==> src/rtl/logic_unit_pipe.sv <==
// logic_unit_pipe: WIDTH-bit AND/OR/XOR/NOT logic lane with a 2-stage
// valid/ready pipeline, result flags, chain mode (operand A taken from the
// previous result) and a wrapping completed-operation counter.
module logic_unit_pipe #(
    parameter int WIDTH = 8,
    parameter int CNT_W = 16
) (
    input  logic             clk,
    input  logic             rst,
    input  logic             in_valid,
    output logic             in_ready,
    input  logic [WIDTH-1:0] in_a,
    input  logic [WIDTH-1:0] in_b,
    input  logic [1:0]       in_sel,
    input  logic             in_chain,
    output logic             out_valid,
    input  logic             out_ready,
    output logic [WIDTH-1:0] out_h,
    output logic             out_zero,
    output logic             out_parity,
    output logic [CNT_W-1:0] op_count
);

    // Stage 1 registers
    logic             s1_valid_q, s1_valid_d;
    logic [WIDTH-1:0] s1_a_q, s1_a_d;
    logic [WIDTH-1:0] s1_b_q, s1_b_d;
    logic [1:0]       s1_sel_q, s1_sel_d;
    logic             s1_chain_q, s1_chain_d;

    // Stage 2 (output) registers
    logic             out_valid_q, out_valid_d;
    logic [WIDTH-1:0] out_h_q, out_h_d;
    logic             out_zero_q, out_zero_d;
    logic             out_parity_q, out_parity_d;

    logic [WIDTH-1:0] last_result_q, last_result_d;
    logic [CNT_W-1:0] op_count_q, op_count_d;

    logic             s2_free;
    logic             s1_adv;
    logic             in_fire;
    logic             out_fire;
    logic [WIDTH-1:0] op_a;
    logic [WIDTH-1:0] result;

    // Handshake control and next-state computation for both stages
    always_comb begin
        s2_free  = !out_valid_q || out_ready;
        s1_adv   = s1_valid_q && s2_free;
        // rst forces ready high and suppresses any output handshake while it is held
        in_ready = rst || !s1_valid_q || s2_free;
        in_fire  = in_valid && in_ready;
        out_fire = out_valid_q && out_ready && !rst;

        op_a = s1_chain_q ? last_result_q : s1_a_q;
        unique case (s1_sel_q)
            2'b00:   result = op_a & s1_b_q;
            2'b01:   result = op_a | s1_b_q;
            2'b10:   result = op_a ^ s1_b_q;
            default: result = ~op_a;
        endcase

        s1_valid_d = s1_valid_q;
        s1_a_d     = s1_a_q;
        s1_b_d     = s1_b_q;
        s1_sel_d   = s1_sel_q;
        s1_chain_d = s1_chain_q;
        if (in_fire) begin
            s1_valid_d = 1'b1;
            s1_a_d     = in_a;
            s1_b_d     = in_b;
            s1_sel_d   = in_sel;
            s1_chain_d = in_chain;
        end else if (s1_adv) begin
            s1_valid_d = 1'b0;
        end

        out_valid_d   = out_valid_q;
        out_h_d       = out_h_q;
        out_zero_d    = out_zero_q;
        out_parity_d  = out_parity_q;
        last_result_d = last_result_q;
        if (s1_adv) begin
            out_valid_d   = 1'b1;
            out_h_d       = result;
            out_zero_d    = (result == '0);
            out_parity_d  = ^result;
            last_result_d = result;
        end else if (out_fire) begin
            out_valid_d = 1'b0;
        end

        op_count_d = out_fire ? op_count_q + CNT_W'(1) : op_count_q;
    end

    // State registers with synchronous active-high reset
    always_ff @(posedge clk) begin
        if (rst) begin
            s1_valid_q    <= 1'b0;
            s1_a_q        <= '0;
            s1_b_q        <= '0;
            s1_sel_q      <= '0;
            s1_chain_q    <= 1'b0;
            out_valid_q   <= 1'b0;
            out_h_q       <= '0;
            out_zero_q    <= 1'b1;
            out_parity_q  <= 1'b0;
            last_result_q <= '0;
            op_count_q    <= '0;
        end else begin
            s1_valid_q    <= s1_valid_d;
            s1_a_q        <= s1_a_d;
            s1_b_q        <= s1_b_d;
            s1_sel_q      <= s1_sel_d;
            s1_chain_q    <= s1_chain_d;
            out_valid_q   <= out_valid_d;
            out_h_q       <= out_h_d;
            out_zero_q    <= out_zero_d;
            out_parity_q  <= out_parity_d;
            last_result_q <= last_result_d;
            op_count_q    <= op_count_d;
        end
    end

    assign out_valid  = out_valid_q && !rst;
    assign out_h      = out_h_q;
    assign out_zero   = out_zero_q;
    assign out_parity = out_parity_q;
    assign op_count   = op_count_q;

endmodule

==> config.mk <==
export PLATFORM = sky130hd
export DESIGN_NAME = logic_unit_pipe
export DESIGN_NICKNAME = d
export VERILOG_FILES = /design/src/rtl/logic_unit_pipe.sv
export SDC_FILE = /design/constraint.sdc
export NUM_CORES = 1
export LEC_CHECK = 0
export BUFFER_PORTS_ARGS = -buffer_cell sky130_fd_sc_hd__buf_2
export CORE_ASPECT_RATIO = 0.5
export CORE_MARGIN = 2
export CORE_UTILIZATION = 61
export CTS_BUF_LIST = sky130_fd_sc_hd__clkbuf_8
export CTS_CLUSTER_DIAMETER = 50
export DETAILED_ROUTE_END_ITERATION = 10
export GPL_TIMING_DRIVEN = 0
export PLACE_DENSITY = 0.87
export SLEW_MARGIN = 20
export SYNTH_ARGS = -nofsm -noshare
export SYNTH_HDL_FRONTEND = slang
export SYNTH_SLANG_ARGS = --single-unit
==> constraint.sdc <==
create_clock -name clk -period 4.4 [get_ports clk]
set_clock_uncertainty 0.15 [all_clocks]
set_input_delay 0.88 -clock clk [delete_from_list [all_inputs] [get_ports clk]]
set_output_delay 0.88 -clock clk [all_outputs]
set_load 0.02 [all_outputs]
# == Word level (Yosys, flattened, before mapping) ==
# Index checks and enable logic that the tools add are counted.
# totals
mem_bits_ro,0
in_bits,23
ram_bits,0
ff_bits,47
n_memories,0
latchBits,0
# op_classes
div_mod_pow,0
bitwise_logic,4
reduce_logical,16
eq_ne,2
add_sub_neg,1
mux,6
n_lt_le_gt_ge,0
shifts,0
mul,0
# op_table
cell,n
$pmux 8 s3,1
$add 16x1->16 const B,1
$and 8x8->8,1
$logic_not 8->1,1
$mux 8,1
$not 8->8,1
$or 8x8->8,1
$reduce_xor 8->1,1
$xor 8x8->8,1
$logic_and 1x1->1,5
$mux 1,4
$reduce_bool 2->1,2
$logic_not 1->1,3
$logic_or 1x1->1,3
$eq 2x1->1 const B,1
$eq 2x2->1 const B,1
$logic_not 2->1,1

# == Logic depth before layout (Yosys ltp) ==
# Gate-level depths: netlist of the first run.
# depth
ltp_word,5
mapped_depth,12

# == Worst setup path after synthesis of the first run ==
# Ideal clock, no wire load.
# synth_timing
path_type,input to output
from,input port rst
to,output port out_valid
t_arrival_ns,1.555
required_time_ns,3.370
path_slack_ns,1.815
stages,3
cell_sequence,clkbuf_1 -> clkbuf_1 -> nor2b_1
# synth_between
elab_chain_cells,2
# synth_rtl
element,line,rtl
"start, declared",9,"input logic rst,"
$logic_not 1->1,126,assign out_valid = out_valid_q && !rst;
$logic_and 1x1->1,126,
"end, declared",16,"output logic out_valid,"
# Every way passes these cells.

# == Final worst setup path of the first run ==
# Same ends and word-level chain as after synthesis.

==> results of run 1 <==
-- power breakdown --
part	leakage, nW	switching (mW)	total [mW]	internal [mW]
clock	0.0612	0.146	0.330	0.184
combinational	0.882	0.0893	0.153	0.0640
sequential	0.384	0.0136	0.456	0.443
total	1.33	0.249	0.939	0.691
-- stage by stage --
stage / instance area, um^2 / cells / setup slack (ns) / hold WS, ns
finish: 2944 / 422 / 1.427 / 0.3146
global route: 2944 / 422 / 1.333 / 0.3498
CTS: 2944 / 422 / 1.439 / 0.3204
detailed placement: 2826 / 414 / 1.457 / 0.3091
global placement: 2826 / 414 / 1.519 / 0.2951
floorplan: 2509 / 310 / 1.815 / 0.2838
-- path summary, 6_finish.rpt --
path / to / startpoint / depth (start not counted) / slack, ns
worst max register to register: out_parity$_SDFFE_PP0P_ / s1_chain_q$_SDFFE_PP0P_ / 9 / 1.60
worst min-delay path: s1_a_q[6]$_SDFFE_PP0P_ / s1_a_q[6]$_SDFFE_PP0P_ / 2 / 0.31
worst min register to register: s1_a_q[6]$_SDFFE_PP0P_ / s1_a_q[6]$_SDFFE_PP0P_ / 2 / 0.31
worst max-delay path: out_valid / rst / 5 / 1.43
-- per-layer routing --
metal  vias up  GRT usage  part of all wire
met2        79     0.4598              0.48
met4         0    0.04589            0.0052
met5         -          0                 0
li1       1162          -                 -
met3         4    0.05719             0.070
met1      1060     0.3394              0.44
-- cell families after synthesis --
logic type / count (synthesis) / share of synthesized area
buf+inv: 41 / 0.06284
fa+ha+maj: 21 / 0.1047
mux: 12 / 0.05037
xor+xnor: 12 / 0.04189
flops: 47 / 0.3751
simple gates: 116 / 0.2229
compound gates: 61 / 0.1421
-- final cells by class --
type,count,area [um^2]
timing repair buffer,50,250.2
fill,318,979.7
clock buffer,6,82.58
sequential,47,940.9
clock inverter,2,35.03
inverter,25,93.84
multi-input combinational,222,1410
buffer,16,63.81
tap,54,67.56
-- worst reg2reg max path: cells and delay by family (launching register included) --
kind	cells	cell delay, ns
adders and majority gates	2	0.59
xor gates and xnor gates	2	0.28
DFF	1	0.31
muxes	2	0.61
AOI/OAI and AO/OA	2	0.51
buffers and inverters	1	0.27
-- synthesized netlist by cell type, types with 2 or more instances --
cell | count | share of area
dfxtp_1 | 47 | 0.38
a21oi_1 | 36 | 0.072
nor2_1 | 32 | 0.048
ha_1 | 21 | 0.10
nand3_1 | 6 | 0.012
mux2i_1 | 7 | 0.028
and2_1 | 2 | 0.0050
clkbuf_1 | 12 | 0.018
o21ai_0 | 7 | 0.014
xor2_1 | 7 | 0.024
o41ai_1 | 4 | 0.014
xnor2_1 | 5 | 0.017
nand3b_1 | 4 | 0.012
nand4_1 | 5 | 0.012
nand2_1 | 46 | 0.069
nand2b_1 | 3 | 0.0075
buf_2 | 3 | 0.0060
or3_1 | 3 | 0.0075
or2_2 | 4 | 0.010
nor2b_1 | 3 | 0.0075
mux2_2 | 4 | 0.018
a211oi_1 | 11 | 0.033
inv_1 | 25 | 0.037
-- sequential cells by signal, indices dropped and copies added, names as in the netlist --
name and count:
s1_chain_q 1, out_zero 1, s1_b_q 8, op_count 16, last_result_q 8, s1_sel_q 2, out_valid_q 1, s1_valid_q 1
s1_a_q 8, out_parity 1
==> flow_summary.ini, run 1 <==
[logic_synthesis]
syn_nets = 354
syn-cell-area_um2 = 2509
synth_edf_count = 0
synth_cell_types = 36
synth-seq-cells = 47
synthArstFlopShare = 0
synth_warnings = 0
syn_avg_cell_area_um2 = 8.092
synth_ff_type = dfxtp_1
netlist_instances = 310
seq_area_frac_synth = 0.3751

[setup_path]
critPathTopFamily = buffers and inverters
critPathCaptureType = primary output
criticalPathCategory = input port to primary output
cp.arrival_ns = 1.94
required_ns = 3.37
path_cells = buf_2 -> clkbuf_1 -> clkbuf_1 -> nor2b_1 -> buf_2
startpoint_type = input port
cp_max_fo = 10
slowest_stage = clkbuf_1
max_stage_delay_ns = 0.36
worst-path-buf-inv = 4

[global_routing]
groute.usage.overall = 0.2633
grt_pass1_vias = 2176
grt_overflow = 0
grt_pass1_wl_um = 9646
antenna_found_initial = 0
grt_max_degree = 15

[sta]
max_slew.worst_pin.slew_ns = 0.6514
setup_tns_ns = 0
min_period_ns = 2.973
rsz0062_at_grt = false
hold_viol_final = 0
fin_crit_sh = 0.6757
finalMaxSlewViolations = 0
max_freq_mhz = 336.3
setup_violations = 0
max_slew_margin = 0.5658

[power_and_ir_drop]
power.density_nw_per_um2 = 319.0
vdd_ir_drop_max_mv = 0.2149
p_leak_nw = 1.327
power_mw = 0.9392

[drt]
vias_per_cell = 5.462
final_antenna_net_count = 0
drt-initial-drc-count = 104
drt-total-wl_um = 5772
post_drt_wl_per_cell_um = 13.68
first_pass_iters = 4
dr_total_vias = 2305
drc = 0

[cells_and_area]
final_util = 0.7503
fin_nets = 411
layout-drive-gt1-share = 0.1984
area_delta_synth_final_pct = 17.36
layout_commonest_cell = buf_2
final_cell_mix = 53 x buf_2, 47 x dfxtp_1, 46 x nand2_1
diodes = 0

[cts]
htree_levels = 2
cts-hold-fix-buffers = 0
cts_tree = yes
clkSinkCount = 47
clkLatencyLatePin_ns = 0.30
post_cts_buffers = 0
cts_root_buf = clkbuf_8
cts_buffers = 5
ctsResizeCount = 0
clock_path_buffers = 2
clk_pin_slew_ns = 0.08

[worst_hold_path]
worstHoldPathType = register to register

[place]
dp_hpwl_um = 4275
gp_congestion = 0.8382
port_buffers = 50

[die]
fp.dieH_um = 49.35
core_area_um2 = 3924
start_util = 0.6393
top_level_ports = 51
rows = 16
dieArea_um2 = 4672
die_w_um = 94.69

[run_status]
outcome = finished clean

[job]
drv_cap = 0
(Power assumes the default switching activity.)
==> inputs of run 2 (changes only) <==
- CORE_UTILIZATION: 61 -> 57
- PLACE_DENSITY: 0.87 -> 0.82
- clock period: 4.4 -> 2.94 ns (I/O delays scaled with it)
==> flow_summary.ini, run 2 (synthesized netlist as in run 1, its figures left out) <==
[cells_and_area]
stdcell_area_um2 = 2969
register_area_um2 = 940.9
layout-drive-gt1-share = 0.2011
multiInputGateArea_um2 = 1414
final_cell_mix = 52 x buf_2, 47 x dfxtp_1, 46 x nand2_1
final_util = 0.7306
diodes = 0
layout_commonest_cell = buf_2
area_delta_synth_final_pct = 18.35
largest_reg_flops = 16
fin_nets = 411
num-fill-cells = 312

[die]
core_area_um2 = 4064
start_util = 0.6173
top_level_ports = 51
dieArea_um2 = 4980
die_w_um = 97.82
rows = 16
fp.dieH_um = 50.91

[setup_path]
required_ns = 3.02
cp.arrival_ns = 2.84
criticalPathCategory = register to register
cp_max_fo = 9
startpoint_type = register
critPathCaptureType = register

[place]
port_buffers = 50
dp_hpwl_um = 4255
placed_area_um2 = 2826
gp_congestion = 0.8165

[global_routing]
grt_overflow = 0
grt_max_degree = 16
grt_pass1_wl_um = 9777
groute.usage.overall = 0.2484
antenna_found_initial = 0
grt_pass1_vias = 2188

[cts]
clock_path_buffers = 2
clkSinkCount = 47
clkLatencyLatePin_ns = 0.31
cts_root_buf = clkbuf_8
cts_tree = yes
clk_pin_slew_ns = 0.09
cts_buffers = 5
htree_levels = 2

[sta]
hold_viol_final = 0
rsz0062_at_grt = false
fin_crit_sh = 0.9399
min_period_ns = 2.763
setup_tns_ns = 0
max_slew.worst_pin.slew_ns = 0.6892
finalMaxSlewViolations = 0
max_slew_margin = 0.5405
setup_violations = 0
max_freq_mhz = 361.9

[power_and_ir_drop]
switching_share = 0.2615
power.switching_mw = 0.3887
p_comb_frac = 0.156
sequentialPowerShare = 0.459
vdd_ir_drop_max_mv = 0.3145
clkPwrFrac = 0.385
power.density_nw_per_um2 = 500.7
p_leak_nw = 1.330
power_mw = 1.487
internal-power_mw = 1.098

[run_status]
outcome = finished clean

[drt]
drc = 0
final_antenna_net_count = 0
first_pass_iters = 4
drt-total-wl_um = 5754
drt-initial-drc-count = 96
post_drt_wl_per_cell_um = 13.64
dr_total_vias = 2288
vias_per_cell = 5.422

[worst_hold_path]
worstHoldPathType = register to register

[job]
drv_cap = 0
-- run 2: cell types whose count changed in the layout (fill, tap and decap cells not counted), sizes merged --
cell      previous run  this run
bufinv               1         2
clkinvlp             0         1
clkinv               1         0
buf                 54        53
-- run 2: worst paths after layout --
check | startpoint | endpoint | slack, ns | depth (start not counted)
max reg2reg | s1_chain_q$_SDFFE_PP0P_ | out_parity$_SDFFE_PP0P_ | 0.18 | 10
max | s1_chain_q$_SDFFE_PP0P_ | out_parity$_SDFFE_PP0P_ | 0.18 | 10
min | s1_a_q[1]$_SDFFE_PP0P_ | s1_a_q[1]$_SDFFE_PP0P_ | 0.31 | 2
min reg2reg | s1_a_q[1]$_SDFFE_PP0P_ | s1_a_q[1]$_SDFFE_PP0P_ | 0.31 | 2
-- run 2: power groups by stage --
stage	clock, mW	combinational [mW]	sequential [mW]
2_1_floorplan	0	0.152	0.703
3_3_place_gp	0	0.216	0.694
4_1_cts	0.577	0.230	0.682
3_5_place_dp	0	0.227	0.697
5_1_grt	0.601	0.259	0.686
6_report	0.572	0.232	0.683
-- run 2: worst max-delay path, cell delays in order (launching register included) --
cell and delay (ns):
dfxtp_1 0.31, clkbuf_4 0.23, mux2_2 0.38, ha_1 0.19
nor2_1 0.10, a211oi_1 0.07, a211oi_1 0.37, ha_1 0.32
xnor2_1 0.19, xnor2_1 0.11, a211oi_1 0.25
-- run 2: per-stage QoR --
step / cells / hold WS, ns / setup WS [ns]
floorplan: 310 / 0.2838 / 0.5141
global placement: 414 / 0.2917 / 0.3120
detailed placement: 414 / 0.2984 / 0.1943
CTS: 422 / 0.3106 / 0.1214
global route: 422 / 0.3286 / 0.03833
finish: 422 / 0.3129 / 0.1767
-- run 2: layout make-up --
type,count,area share
repair buffers,50,0.08428
plain buffers,16,0.02233
inverters,25,0.03161
multi-input cells,222,0.4762
flip-flops and latches,47,0.3169
well taps,54,0.02276
clock buffers,5,0.02318
clock inverters,3,0.02276
-- run 2: repair_timing --
item	CTS	global route
hold buffers	0	0
gates resized for setup	0	2
endpoints found under the setup margin	0	1
buffers inserted	0	0
-- run 2: routing by layer --
metal | routed length, um | track usage
met1 | 2615 | 0.2840
met2 | 2675 | 0.4555
met3 | 345 | 0.05472
met4 | 119 | 0.1111
met5 | 0 | 0
==> inputs of run 3 (changes only) <==
- ABC_AREA: unset -> 1
- PLACE_DENSITY: 0.82 -> 0.9
==> flow_summary.ini, run 3 <==
[logic_synthesis]
synth_ff_type = dfxtp_1
syn_nets = 426
yosys.area_share.simple = 0.2818
synth_xor_area_frac = 0.01287
synth.most_common_cell = nand2_1
yosys.area.top_type = dfxtp_1
synth_area_leaders = dfxtp_1 35%, nand2_1 12%, ha_1 9.7%, inv_1 7.3%, nor2_1 6.9%
synthArstFlopShare = 0
yosysTopAreaCellShare = 0.3457
synth_warnings = 0
synthTopCellsByCount = 84 x nand2_1, 53 x inv_1, 50 x nor2_1
seq_area_frac_synth = 0.3457
synth_cell_types = 32
synth-seq-cells = 47
synth_edf_count = 0
synth_top_family_by_area = simple AND/OR/NAND/NOR gates
synth_compound_area_frac = 0.1457
synthMuxAreaShare = 0
syn-cell-area_um2 = 2721
syn_avg_cell_area_um2 = 7.124
netlist_instances = 382
synth-adder-area-share = 0.09655

[sta]
setup_tns_ns = 0
finalMaxSlewViolations = 0
min_period_ns = 2.495
max_slew.worst_pin.slew_ns = 0.5440
max_slew_margin = 0.6360
hold_viol_final = 0
fin_crit_sh = 0.8486
setup_violations = 0
max_freq_mhz = 400.8
finalWorstSetupSlack_ns = 0.4451
rsz0062_at_grt = false

[cts]
clock_path_buffers = 2
cts_root_buf = clkbuf_8
cts_tree = yes
post_cts_buffers = 0
cts_buffers = 5
clkSinkCount = 47
ctsResizeCount = 0
clkLatencyLatePin_ns = 0.31
htree_levels = 2
cts-hold-fix-buffers = 0
clk_pin_slew_ns = 0.09

[die]
start_util = 0.6064
rows = 17
die_w_um = 101.7
top_level_ports = 51
dieArea_um2 = 5377
core_area_um2 = 4488
fp.dieH_um = 52.86

[worst_hold_path]
hp-start = out_zero$_SDFFE_PP1P_
min_delay_path_depth = 2
hold_end = out_zero$_SDFFE_PP1P_
worstHoldPathType = register to register

[setup_path]
r2r-end = out_parity$_SDFFE_PP0P_
criticalPathCategory = register to register
worst-path-buf-inv = 2
crit_top_cell = nand2_1
rrSetupSlack_ns = 0.45
startpoint_type = register
critPathTopFamily = adder cells
slowest_stage = dfxtp_1
critPathCaptureType = register
cp.arrival_ns = 2.56
required_ns = 3.00
r2r_start = s1_chain_q$_SDFFE_PP0P_
max_stage_delay_ns = 0.39
crit_cells = 13
ff2ff_path_depth = 13
path_cells = buf_4 -> nand2_1 -> o21ai_0 -> ha_1 -> nand2_1 -> nand3_1 -> a21oi_1 -> ha_1 -> xnor2_1 -> xnor2_1 -> nand2_1 -> nand2_1 -> inv_1
cp_max_fo = 10

[drt]
final_antenna_net_count = 0
drt-initial-drc-count = 96
dr_total_vias = 2473
vias_per_cell = 4.897
first_pass_iters = 4
drc = 0
post_drt_wl_per_cell_um = 11.90
drt-total-wl_um = 6007

[cells_and_area]
diodes = 0
layout-drive-gt1-share = 0.2073
final_cell_mix = 84 x nand2_1, 54 x inv_1, 50 x nor2_1
fin_cells = 505
largest_reg_flops = 16
fin_nets = 482
stdcell_area_um2 = 3149
area_delta_synth_final_pct = 15.72
layout_commonest_cell = nand2_1

[power_and_ir_drop]
p_leak_nw = 1.494
vdd_ir_drop_max_mv = 0.1942
power.density_nw_per_um2 = 450.8
power_mw = 1.420

[global_routing]
grt_overflow = 0
antenna_found_initial = 0
gr-usage-met1 = 0.3208
groute.usage.overall = 0.2488
use_met3 = 0.05152
use_met2 = 0.4189
grt-busiest-layer = met2
grt_pass1_vias = 2313
grt_pass1_wl_um = 10380
grt_max_degree = 14

[place]
preCtsSetupSlack_ns = 0.4852
placed_cells = 497
placed_area_um2 = 3049
port_buffers = 49
gp_congestion = 0.8634
dp_hpwl_um = 4496

[run_status]
outcome = finished clean

[job]
drv_cap = 0
## run 3: worst max-delay path by stage
stage,from,end,slack [ns]
after CTS,s1_chain_q$_SDFFE_PP0P_,out_parity$_SDFFE_PP0P_,0.46
after detailed placement,s1_chain_q$_SDFFE_PP0P_,out_parity$_SDFFE_PP0P_,0.49
after floorplan,s1_chain_q$_SDFFE_PP0P_,out_parity$_SDFFE_PP0P_,0.70
after global placement,s1_chain_q$_SDFFE_PP0P_,out_parity$_SDFFE_PP0P_,0.52
final,s1_chain_q$_SDFFE_PP0P_,out_parity$_SDFFE_PP0P_,0.45
after global routing,s1_chain_q$_SDFFE_PP0P_,out_parity$_SDFFE_PP0P_,0.23
## run 3: cell families after synthesis
logic type | after synthesis
and+or+nand+nor | 171
AOI/OAI and AO/OA | 70
xor gates and xnor gates | 4
adders and majority gates | 21
DFF | 47
buffers and inverters | 69
## run 3: metrics by stage
step | hold slack [ns] | utilization
finish | 0.3337 | 0.7017
global route | 0.3610 | 0.7017
CTS | 0.3367 | 0.7017
detailed placement | 0.3144 | 0.6794
global placement | 0.3033 | 0.6794
floorplan | 0.2995 | -
## run 3: power breakdown
| group | total, mW | internal, mW | switching (mW) |
|---|---|---|---|
| Combinational | 0.296 | 0.121 | 0.174 |
| Sequential | 0.693 | 0.669 | 0.0241 |
| Clock | 0.431 | 0.211 | 0.219 |
| Total | 1.42 | 1.00 | 0.418 |
## run 3: routing by layer
metal  wire (um)  share of wire
met1        2997           0.50
met2        2726           0.45
met3         209          0.035
met4          74          0.012
met5           0              0
## run 3: tightest hold or removal path: cells and delay by family, from the launching register on
kind | cells | cell delay, ns
flops | 1 | 0.33
compound gates | 2 | 0.12
## run 3: final cells by class
class                   count  area, um^2
flip-flops and latches     47       940.9
multi-input cells         266        1461
inverters                  59       222.7
clock inverters             1       3.754
repair buffers             49       245.2
plain buffers              10       96.34
well taps                  66       82.58
clock buffers               7       96.34
fillers                   373        1339
